--- src/rtl/des_round_controller.sv ---
// Sequencing FSM for the iterative DES core: load, NUM_ROUNDS Feistel rounds with
// key-schedule rotate controls, final swap/FP capture, then hold until the consumer takes the result.
module des_round_controller #(
  parameter int NUM_ROUNDS = 16
) (
  input  logic       clk,
  input  logic       rst_n,
  input  logic       in_valid,
  output logic       in_ready,
  input  logic       in_decrypt,
  input  logic       abort,
  output logic       out_valid,
  input  logic       out_ready,
  output logic       dp_load,
  output logic       dp_round,
  output logic [3:0] round_idx,
  output logic [1:0] ks_shift,
  output logic       ks_dir,
  output logic       dp_final,
  output logic       busy
);

  typedef enum logic [2:0] {
    S_IDLE,
    S_LOAD,
    S_ROUND,
    S_FINAL,
    S_DONE
  } state_t;

  localparam logic [3:0] LAST_ROUND = 4'(NUM_ROUNDS - 1);

  state_t     state, state_nxt;
  logic [3:0] cnt, cnt_nxt;
  logic       mode, mode_nxt;

  // Rounds 1, 2, 9 and 16 rotate by one; decryption starts from C16/D16 == C0/D0, so round 1 skips.
  function automatic logic [1:0] shift_sched(input logic dec, input logic [3:0] idx);
    logic single;
    single = (idx == 4'd0) || (idx == 4'd1) || (idx == 4'd8) || (idx == 4'd15);
    if (dec && (idx == 4'd0)) return 2'd0;
    return single ? 2'd1 : 2'd2;
  endfunction

  always_ff @(posedge clk or negedge rst_n) begin
    if (!rst_n) begin
      state <= S_IDLE;
      cnt   <= 4'd0;
      mode  <= 1'b0;
    end else begin
      state <= state_nxt;
      cnt   <= cnt_nxt;
      mode  <= mode_nxt;
    end
  end

  always_comb begin
    state_nxt = state;
    cnt_nxt   = cnt;
    mode_nxt  = mode;
    in_ready  = 1'b0;
    out_valid = 1'b0;
    dp_load   = 1'b0;
    dp_round  = 1'b0;
    dp_final  = 1'b0;
    round_idx = 4'd0;
    ks_shift  = 2'd0;
    ks_dir    = 1'b0;
    busy      = (state != S_IDLE);

    case (state)
      S_IDLE: begin
        in_ready = 1'b1;
        if (in_valid) begin
          mode_nxt  = in_decrypt;
          state_nxt = S_LOAD;
        end
      end
      S_LOAD: begin
        dp_load   = 1'b1;
        cnt_nxt   = 4'd0;
        state_nxt = S_ROUND;
      end
      S_ROUND: begin
        dp_round  = 1'b1;
        round_idx = cnt;
        ks_dir    = mode;
        ks_shift  = shift_sched(mode, cnt);
        if (cnt == LAST_ROUND) begin
          cnt_nxt   = 4'd0;
          state_nxt = S_FINAL;
        end else begin
          cnt_nxt = cnt + 4'd1;
        end
      end
      S_FINAL: begin
        dp_final  = 1'b1;
        state_nxt = S_DONE;
      end
      S_DONE: begin
        out_valid = 1'b1;
        if (out_ready) state_nxt = S_IDLE;
      end
      default: state_nxt = S_IDLE;
    endcase

    // Abort wins over both the counter advance and the output handshake.
    if (abort && (state != S_IDLE)) begin
      state_nxt = S_IDLE;
      cnt_nxt   = 4'd0;
    end
  end

endmodule

--- config.mk ---
export PLATFORM = sky130hd
export DESIGN_NAME = des_round_controller
export DESIGN_NICKNAME = d
export VERILOG_FILES = /design/src/rtl/des_round_controller.sv
export SDC_FILE = /design/constraint.sdc
export NUM_CORES = 1
export LEC_CHECK = 0
export BUFFER_PORTS_ARGS = -buffer_cell sky130_fd_sc_hd__buf_2
export CAP_MARGIN = 20
export CORE_MARGIN = 5
export CORE_UTILIZATION = 45
export CTS_BUF_LIST = sky130_fd_sc_hd__clkbuf_8 sky130_fd_sc_hd__clkbuf_16
export CTS_CLUSTER_SIZE = 10
export DETAILED_ROUTE_END_ITERATION = 8
export PLACE_DENSITY = 0.77
export SLEW_MARGIN = 5
export SYNTH_ARGS = -nofsm -noshare
export SYNTH_HDL_FRONTEND = slang
export SYNTH_SLANG_ARGS = --single-unit
export TNS_END_PERCENT = 50
--- constraint.sdc ---
create_clock -name clk -period 2.9 [get_ports clk]
set_input_delay 0.87 -clock clk [delete_from_list [all_inputs] [get_ports clk]]
set_output_delay 0.87 -clock clk [all_outputs]
set_load 0.05 [all_outputs]
Yosys cells after proc, flatten, opt, wreduce, memory -nomap -nowiden:

Cells that the tools add are included.

* word-level logic and storage cells: 46
* latch bits: 0
* memories: 0
* register bits: 8
* memory bits (read-only): 0
* output and inout bits: 13
* memory bits (writable): 0

* reductions and logical operators: 11
* add/sub/neg operators: 1
* shift operators: 0
* bitwise operators: 0
* divide/modulo/power cells: 0
* $lt $le $gt $ge: 0
* multipliers: 0
* muxes and demuxes: 21
* equal/unequal tests: 10

Operators by type and width (number)
* 3-bit case mux with 5 select lines: 1
* 3-bit two-way mux: 4
* 4-bit two-way mux: 3
* 3-bit != test, second input constant: 3
* 4-bit equality test, second input constant: 2
* 1-bit two-way mux: 8
* 2-bit two-way mux: 4
* 4-bit case mux with 2 select lines: 1
* 3-bit by 2-bit equality test with 1-bit output, second input constant: 2
* 3-bit nonzero test: 2
* 4-bit by 1-bit adder with 4-bit output, second input constant: 1
* 4-bit by 1-bit equality test with 1-bit output, second input constant: 1
* 4-bit logical NOT: 1
* 3-bit by 1-bit equality test with 1-bit output, second input constant: 1
* 3-bit equality test, second input constant: 1
* 3-bit logical NOT: 1
* 1-bit logical OR: 3
* 3-bit AND reduction: 1
* 1-bit logical AND: 2
* 2-bit AND reduction: 1

Longest topological paths before layout:

* depth after elaboration: 7
* depth in mapped cells: 5
* depth with buffers taken out: 5

Worst setup path after synthesis:

No wires, ideal clock.

* path kind: register -> output
* start point: register state[0]
* end point: output ks_shift[1]
* cell stages (with the launch flop): 5
* path buffers: 1
* arrival time: 2142 ps
* setup slack: -112 ps
* cells stage by stage: dfrtp_1 > buf_6 > nor2_1 > o311ai_1 > nor3b_1

* cells in the longest elaborated chain, start to end: 2

RTL lines
* start: declaration: RTL line 33 `state_t state, state_nxt;`
* start signal: assignment: RTL line 51 `state <= state_nxt;`
* 3-bit by 2-bit equality test with 1-bit output: RTL line 71 `case (state)`
* 2-bit two-way mux: RTL line 71
* end: declaration: RTL line 17 `output logic [1:0] ks_shift,`

Every way passes these cells.

Final worst setup path:

* start point: register cnt[0]
* end point: output ks_shift[1]

* cells in the longest elaborated chain, start to end: 7

RTL lines
* start: declaration: RTL line 34 `logic [3:0] cnt, cnt_nxt;`
* start signal: assignment: RTL line 52 `cnt <= cnt_nxt;`
* 4-bit by 1-bit equality test with 1-bit output or 4-bit logical NOT (tied branches): RTL line 40, 41
* 1-bit logical OR (3 in series): RTL line 40 `single = (idx == 4'd0) || (idx == 4'd1) || (idx == 4'd8) || (idx == 4'd15);`
* 2-bit two-way mux: RTL line 42 `return single ? 2'd1 : 2'd2;`
* 2-bit two-way mux (*): RTL line 42
* 2-bit two-way mux (*): RTL line 71

Every way passes the cells marked *; elsewhere a longest branch is shown, timed or not. The select of a mux whose other input is x is not followed.

==> results.sh <==
export IMPL_die_area_um2=2170
export IMPL_worstMarginPinSlew_ps=502
export IMPL_synth_seq_area_share=0.333
export IMPL_synth_area_um2=602
export IMPL_layout_nets=97
export IMPL_powerDensity_nw_per_um2=927
export IMPL_gr_total_overflow=0
export IMPL_diodes=0
export IMPL_path_cells="ha_1 > and3_1 > nor3b_2 > buf_2"
export IMPL_grt_pass1_vias=471
export IMPL_synthDominantCellAreaShare=0.333
export IMPL_ios=19
export IMPL_synth_edf_count=0
export IMPL_critPathLaunch="cnt[0]"
export IMPL_synth_distinct_cells=31
export IMPL_setup_viol=0
export IMPL_synthFlopType="dfrtp_1"
export IMPL_numPlacedInstances=98
export IMPL_hold_viol_final=0
export IMPL_place_hpwl_um=1010
export IMPL_num_vias=558
export IMPL_syn_inst=68
export IMPL_maxCapViolCount=0
export IMPL_worstSetupPathType="flip-flop to primary output"
export IMPL_cts_buffer_depth=2
export IMPL_async_reset_ff_frac=1.00
export IMPL_grt_max_degree=20
export IMPL_drt_wl_total_um=1300
export IMPL_dr_first_iter_drc_count=16
export IMPL_n_fill_cell=123
export IMPL_grt_antenna_before_repair=0
export IMPL_fp_coreArea_um2=1280
export IMPL_slowest_stage="dfrtp_1"
export IMPL_fin_crit_sh=0.865
export IMPL_cts_buffers=3
export IMPL_port_buffers=18
export IMPL_worstPathMaxFanout=8
export IMPL_htree_levels=1
export IMPL_gp_congestion=0.759
export IMPL_syn_avg_cell_area_um2=8.85
export IMPL_hp_class="input port to asynchronous set/reset pin"
export IMPL_power_leakage_nw=0.390
export IMPL_cts_root_buffer="clkbuf_8"
export IMPL_route_detailed_drc=0
export IMPL_period_minus_slack_ps=2510
export IMPL_drtAntennaViolNets=0
export IMPL_drt_pass1_iter_count=4
export IMPL_seqCellArea_um2=200
export IMPL_synth_largest_area_cell="dfrtp_1"
export IMPL_cp_start_kind="flip-flop"
export IMPL_die_w_um=46.6
export IMPL_via_per_inst=5.52
export IMPL_synth_area_top_cells="dfrtp_1, and3_1, ha_1, a21oi_1, nor3b_1"
export IMPL_fin_tns_setup_ps=0
export IMPL_rsz0062_at_grt="no"
export IMPL_worst_skew_pair_late_latency_ps=220
export IMPL_yosys_warnings=0
export IMPL_fmax_ghz=0.398
export IMPL_r2r_start="state[1]"
export IMPL_cts_resized=0
export IMPL_cts_tree="built"
export IMPL_synth_nets=77
export IMPL_relSlewSlack=0.666
export IMPL_instances_no_fill=101
export IMPL_ys_ff_latch=8
export IMPL_final_layout_size_suffix_gt1_frac=0.314
export IMPL_cp_required_ps=2030
export IMPL_rows=13
export IMPL_start_util=0.468
export IMPL_hold_buffers=0
export IMPL_cts_setup_buffers=0
export IMPL_ir_drop_uv=483
export IMPL_cp_buffers_inverters=1
export IMPL_multi_input_area_um2=359
export IMPL_skew_ps=0.758
export IMPL_grt_use_total=0.136
export IMPL_setup_worst_path_end_class="primary output"
export IMPL_die_h_um=46.6
export IMPL_grt_pass1_wl_um=2010
export IMPL_clock_sinks=8
export IMPL_critPathTopFamily="flip-flops"
export IMPL_syn_to_final_growth_pct=23.1
export IMPL_arrival_ps=1640
export IMPL_cp_slowest_stage_delay_ps=450
export IMPL_status="finished, final reports clean"
export IMPL_post_drt_wl_per_cell_um=12.8
export IMPL_clk_pin_slew_ps=40
export IMPL_finalMaxSlewViolations=0
[cell usage in the layout, fill, tap and decap left out, drive strengths merged, types with 2 or more instances in the layout]
master   netlist  final
a21oi          5      5
a2bb2oi        2      2
and3           6      6
buf            2     19
clkbuf         2      3
dfrtp          8      8
ha             3      3
inv            5      5
nand2          2      2
nand2b         3      3
nand3          2      2
nor2           5      5
nor2b          3      3
nor3b          3      3
o31ai          2      2
xnor2          2      2
[Yosys cell counts, drive strengths merged, types with 3 or more instances]
master,instances
nand2b,3
and3,6
ha,3
a21oi,5
nor2b,3
dfrtp,8
inv,5
nor2,5
nor3b,3
[where the power goes]
group,switching [mW],internal [mW]
clock network,0.0369,0.0893
logic,0.223,0.126
registers,0.0686,0.142
[registers in the layout (all words and copies together) (netlist names)]
register / cells
mode: 1
cnt: 4
state: 3
[path summary, 6_finish.rpt]
kind,cells after the start,slack [ps],end
worst min register to register,1,570,cnt[1]
worst min-delay path,1,480,state[2]
min in group clk,1,570,cnt[1]
worst max register to register,4,1340,mode
max in group asynchronous,1,2260,cnt[1]
worst max-delay path,4,390,ks_shift[1]
[area by class of cell]
type,count,area share
multi-input combinational,50,0.485
clock buffer,3,0.0557
sequential,8,0.270
inverter,6,0.0321
tap,15,0.0253
timing repair buffer,19,0.132
[per-layer routing]
layer | vias up | wire [µm] | track usage
met1 | 254 | 579 | 0.155
met3 | 4 | 108 | 0.0273
met2 | 22 | 587 | 0.220
met5 | - | 0 | 0
met4 | 0 | 19 | 0.102
li1 | 278 | - | -
[stage by stage]
stage | total power, mW | instance area [µm²] | setup slack [ps] | hold slack, ps | utilization
after floorplan | 0.490 | 607 | 174 | 496 | -
after global placement | 0.552 | 699 | 667 | 540 | 0.544
after detailed placement | 0.562 | 699 | 627 | 561 | 0.544
after CTS | 0.693 | 741 | 384 | 483 | 0.576
after global routing | 0.731 | 741 | 284 | 490 | 0.576
final | 0.686 | 741 | 390 | 481 | 0.576
[cell families (layout without fill, tap and decap cells)]
family / after synthesis / after routing / synth area share
buf+inv: 10 / 28 / 0.0790
mux: 1 / 1 / 0.0249
xor+xnor: 2 / 2 / 0.0291
simple gates: 29 / 29 / 0.295
compound gates: 15 / 15 / 0.177
flops: 8 / 8 / 0.333
fa+ha+maj: 3 / 3 / 0.0624
No activity file was read; power rests on OpenSTA's default activity.
